`config.mk`:
```
export PLATFORM = sky130hd
export DESIGN_NAME = buffer_arbiter
export DESIGN_NICKNAME = d
export VERILOG_FILES = /design/src/rtl/buffer_arbiter.sv
export SDC_FILE = /design/constraint.sdc
export NUM_CORES = 1
export LEC_CHECK = 0
export ABC_AREA = 1
export CAP_MARGIN = 5
export CORE_MARGIN = 10
export CORE_UTILIZATION = 44
export DETAILED_ROUTE_END_ITERATION = 8
export PLACE_DENSITY = 0.86
export SYNTH_ARGS = -nofsm -noshare
export SYNTH_HDL_FRONTEND = slang
export SYNTH_SLANG_ARGS = --single-unit
```
`constraint.sdc`:
```
create_clock -name clock -period 2.38 [get_ports clock]
set_input_delay 0.476 -clock clock [delete_from_list [all_inputs] [get_ports clock]]
set_output_delay 0.476 -clock clock [all_outputs]
set_load 0.1 [all_outputs]
```
`src/rtl/buffer_arbiter.sv`:
```
// Two-requester write arbiter in front of a small buffer: round-robin on contention,
// tracks buffer occupancy locally so pushes never overflow and pulls never underflow.
module buffer_arbiter #(
  parameter int DATA_W = 8,
  parameter int DEPTH  = 7
) (
  input  logic              clock,
  input  logic              reset,
  input  logic              req_a,
  input  logic [DATA_W-1:0] data_a,
  output logic              gnt_a,
  input  logic              req_b,
  input  logic [DATA_W-1:0] data_b,
  output logic              gnt_b,
  input  logic              pull_req,
  output logic              buf_push,
  output logic [DATA_W-1:0] buf_tail,
  output logic              buf_pull,
  output logic [2:0]        level,
  output logic              full,
  output logic              empty
);

  localparam logic [2:0] DEPTH_L = 3'(DEPTH);

  typedef enum logic {LAST_A, LAST_B} last_t;

  last_t             last_gnt, last_gnt_nxt;
  logic [2:0]        occ, occ_nxt;
  logic [DATA_W-1:0] tail_nxt;
  logic              win_a, win_b, do_pull;

  // Simultaneous push and pull cancel; callers guarantee bounds via eligibility.
  function automatic logic [2:0] next_occ(input logic [2:0] cur, input logic push,
                                          input logic pull);
    logic [2:0] r;
    r = cur;
    if (push && !pull) r = cur + 3'd1;
    else if (pull && !push) r = cur - 3'd1;
    return r;
  endfunction

  always_comb begin
    win_a        = 1'b0;
    win_b        = 1'b0;
    last_gnt_nxt = last_gnt;
    tail_nxt     = buf_tail;
    if (occ < DEPTH_L) begin
      if (req_a && (!req_b || last_gnt == LAST_B)) begin
        win_a        = 1'b1;
        last_gnt_nxt = LAST_A;
        tail_nxt     = data_a;
      end else if (req_b) begin
        win_b        = 1'b1;
        last_gnt_nxt = LAST_B;
        tail_nxt     = data_b;
      end
    end
    do_pull = pull_req && (occ != 3'd0);
    occ_nxt = next_occ(occ, win_a | win_b, do_pull);
  end

  // Registered grant/buffer-control stage; buffer shares this reset so occ may be zeroed.
  always_ff @(posedge clock) begin
    if (!reset) begin
      gnt_a    <= 1'b0;
      gnt_b    <= 1'b0;
      buf_push <= 1'b0;
      buf_pull <= 1'b0;
      buf_tail <= '0;
      occ      <= 3'd0;
      full     <= 1'b0;
      empty    <= 1'b1;
      last_gnt <= LAST_B;
    end else begin
      gnt_a    <= win_a;
      gnt_b    <= win_b;
      buf_push <= win_a | win_b;
      buf_pull <= do_pull;
      buf_tail <= tail_nxt;
      occ      <= occ_nxt;
      full     <= (occ_nxt == DEPTH_L);
      empty    <= (occ_nxt == 3'd0);
      last_gnt <= last_gnt_nxt;
    end
  end

  assign level = occ;

endmodule

```
==> impl_metrics.yaml <==
run_status:
  status: "completed"
power:
  total_switching_power_mw: 0.630
  p_leak_nw: 0.694
  power_per_cell_area_nw_per_um2: 966
  switching_fraction_pct: 50.6
  vdd_ir_drop_max_mv: 0.683
  cellInternalPower_mw: 0.615
  share_clk_of_total_power_pct: 14.9
  sequential_power_share_pct: 31.1
  p_comb_share_pct: 54.0
  fin_total_pwr_mw: 1.25
timing:
  report.final.hold_viol_count: 0
  fmax_mhz: 568
  final_setup_viols: 0
  worstMarginPinSlew_ns: 0.363
  setup_total_negative_slack_ns: 0
  timing.clock.skew_ns: 0.00218
  unrepaired_setup_endpoints_after_global_routing: "no"
  max_slew_margin_pct: 75.7
  timing.final.crit_period_ns: 1.76
  slew_viol_final: 0
  portion_of_the_clock_cycle_consumed_by_the_worst_path_in_the_final_layout_pct: 74.0
setup_path:
  timing.critical_path.from_type: "primary input"
  crit_path_cell_trace: "clkdlybuf4s50_1 > inv_1 > nand2_1 > nand2_4 > inv_2 > nand3_1 > nand3_1 > inv_1 > nand2_1 > nand2_1"
  slowest_delay_ns: 0.48
  slowest_stage: "sky130_fd_sc_hd__clkdlybuf4s50_1"
  critPathMostFrequentCell: "sky130_fd_sc_hd__nand2_1"
  crit_arrival_ns: 1.95
  cp-end-kind: "register"
  critPathMaxFanout: 17
  crit_required_ns: 2.57
  critical_path_start_end_classification: "primary input to register"
clocking:
  clkTransAtPathRegs_ns: 0.10
  root_buffer: "sky130_fd_sc_hd__clkbuf_4"
  numClockSinks: 18
  post_cts_resize_count: 0
  cts_max_path_buffers: 2
  cts_setup_buffers: 0
  worstSkewPairLatency_ns: 0.29
  holdBufCountCts: 0
  cts-htree-levels: 1
  cts_tree: "done"
  numCtsBuffers: 3
layout:
  layout.filler_cells: 171
  final_cell_mix: "sky130_fd_sc_hd__nand2_1 (30), sky130_fd_sc_hd__inv_1 (20), sky130_fd_sc_hd__clkdlybuf4s50_1 (20)"
  finalNetCount: 179
  core_util_final_pct: 66.4
  layout-drive-gt1-share_pct: 24.7
  commonest_non_fill_non_tap_cell_in_the_layout: "sky130_fd_sc_hd__nand2_1"
  finish.instance_area_um2: 1290
  instances_no_fill: 181
  areaGrowthSynthToFinish_pct: 43.7
  antenna-diode-count: 0
floorplan:
  fp.coreArea_um2: 1940
  floorplan.die_area_um2: 4250
  fp.dieH_um: 65.2
  die_width_um: 65.2
  floorplan.initialDensity_pct: 46.2
  design.portCount: 38
  fp-row-count: 16
run:
  max_cap_violations: 0
route:
  initialDrtViolationCount: 28
  drt.antenna.violating_nets: 0
  via_count: 867
  avgViaCountPerCell: 4.79
  post-route-drc-count: 0
  drt_first_pass_iters: 4
  wirelength_per_cell_um: 13.1
  finalWirelength_um: 2370
grt:
  congestion_overflow_gr: 0
  grt_pass1_vias: 894
  wire_length_of_the_first_global_routing_pass_um: 4040
  grt_use_total_pct: 11.6
  largest_net_degree_at_the_start_of_global_routing: 18
  antenna_found_initial: 0
place:
  hpwl_um: 1880
  port-buffer-count: 37
  cell_total_after_placement: 177
  post_dp_cell_area_um2: 1250
  gp_weighted_congestion: 0.789
synthesis:
  synth_fp_nets: 138
  synth.cell_area_um2: 897
  synth.yosys.seq_area_share_pct: 40.2
  postSynthCellCount: 114
  post_synth.cell_area_avg_um2: 7.87
  yosysWarnings: 0
  ys_types: 16
  flip_flop_and_latch_count_after_synthesis: 18
hold_path:
  min_path_type: "register to register"
==> critical path: cells and delay by family <==
kind | cells | cell delay (ns)
buf+inv | 4 | 0.89
simple gates | 6 | 0.57
==> area by class of cell <==
class	instances	area, µm²	share of cell area (%)
Tap cell	27	33.8	2.62
Timing Repair Buffer	39	343	26.6
Inverter	21	78.8	6.12
Sequential cell	18	360	28.0
Multi-Input combinational cell	72	437	33.9
Clock buffer	4	36.3	2.82
==> cell usage after synthesis <==
cell type	n	area share (%)
sky130_fd_sc_hd__buf_6	1	1.3
sky130_fd_sc_hd__dfxtp_1	18	40
sky130_fd_sc_hd__o21ai_1	1	0.56
sky130_fd_sc_hd__nor2_1	6	2.5
sky130_fd_sc_hd__nand3_1	14	7.8
sky130_fd_sc_hd__o211ai_2	8	11
sky130_fd_sc_hd__inv_1	20	8.4
sky130_fd_sc_hd__a21oi_1	2	1.1
sky130_fd_sc_hd__xor2_1	1	0.98
sky130_fd_sc_hd__inv_2	1	0.42
sky130_fd_sc_hd__nand2_4	2	2.5
sky130_fd_sc_hd__nand3b_1	1	0.84
sky130_fd_sc_hd__buf_2	2	1.1
sky130_fd_sc_hd__ha_1	3	4.2
sky130_fd_sc_hd__nand2_1	30	13
sky130_fd_sc_hd__nand3_2	4	4.5
==> worst paths after layout <==
path	end	cells past startpoint	start	slack, ns
worst max register to register	empty	13	level[0]	0.67
worst min-delay path	buf_tail[7]	2	buf_tail[7]	0.51
worst max-delay path	empty	10	req_b	0.62
worst min register to register	buf_tail[7]	2	buf_tail[7]	0.51
==> sequential cells by signal, summed over array words and instances (netlist names) <==
register and flops:
full 1, gnt_a 1, buf_push 1, gnt_b 1, last_gnt 1, empty 1, level 3, buf_tail 8
buf_pull 1
==> logic make-up (layout without fill, tap and decap cells) <==
group / after synthesis / in the layout / share of synthesized area, %
DFF: 18 / 18 / 40.2
AOI/OAI and AO/OA: 11 / 11 / 12.8
buffers and inverters: 24 / 64 / 11.2
and+or+nand+nor: 57 / 57 / 30.7
adders and majority gates: 3 / 3 / 4.18
xor gates and xnor gates: 1 / 1 / 0.976
==> metal layers <==
| metal | global-route usage [%] | vias up | share of wire (%) |
|---|---|---|---|
| met3 | 4.41 | 5 | 8.8 |
| li1 | - | 438 | - |
| met2 | 18.6 | 36 | 45 |
| met4 | 5.35 | 0 | 1.6 |
| met1 | 13.5 | 388 | 45 |
| met5 | 0 | - | 0 |
==> power by group through the flow <==
| stage | registers (mW) | clock network, mW | logic [mW] |
|---|---|---|---|
| 6_report | 0.387 | 0.186 | 0.673 |
| 5_1_grt | 0.392 | 0.203 | 0.720 |
| 4_1_cts | 0.386 | 0.193 | 0.678 |
| 3_5_place_dp | 0.393 | 0 | 0.676 |
| 3_3_place_gp | 0.392 | 0 | 0.666 |
| 2_1_floorplan | 0.710 | 0 | 0.207 |
==> metrics by stage <==
| step | setup WS, ns | hold slack (ns) |
|---|---|---|
| finish | 0.618 | 0.512 |
| floorplan | 0.109 | 0.443 |
| global placement | 0.370 | 0.467 |
| global route | 0.476 | 0.550 |
| detailed placement | 0.323 | 0.475 |
| CTS | 0.636 | 0.514 |
No activity file was read; power rests on OpenSTA's default activity.
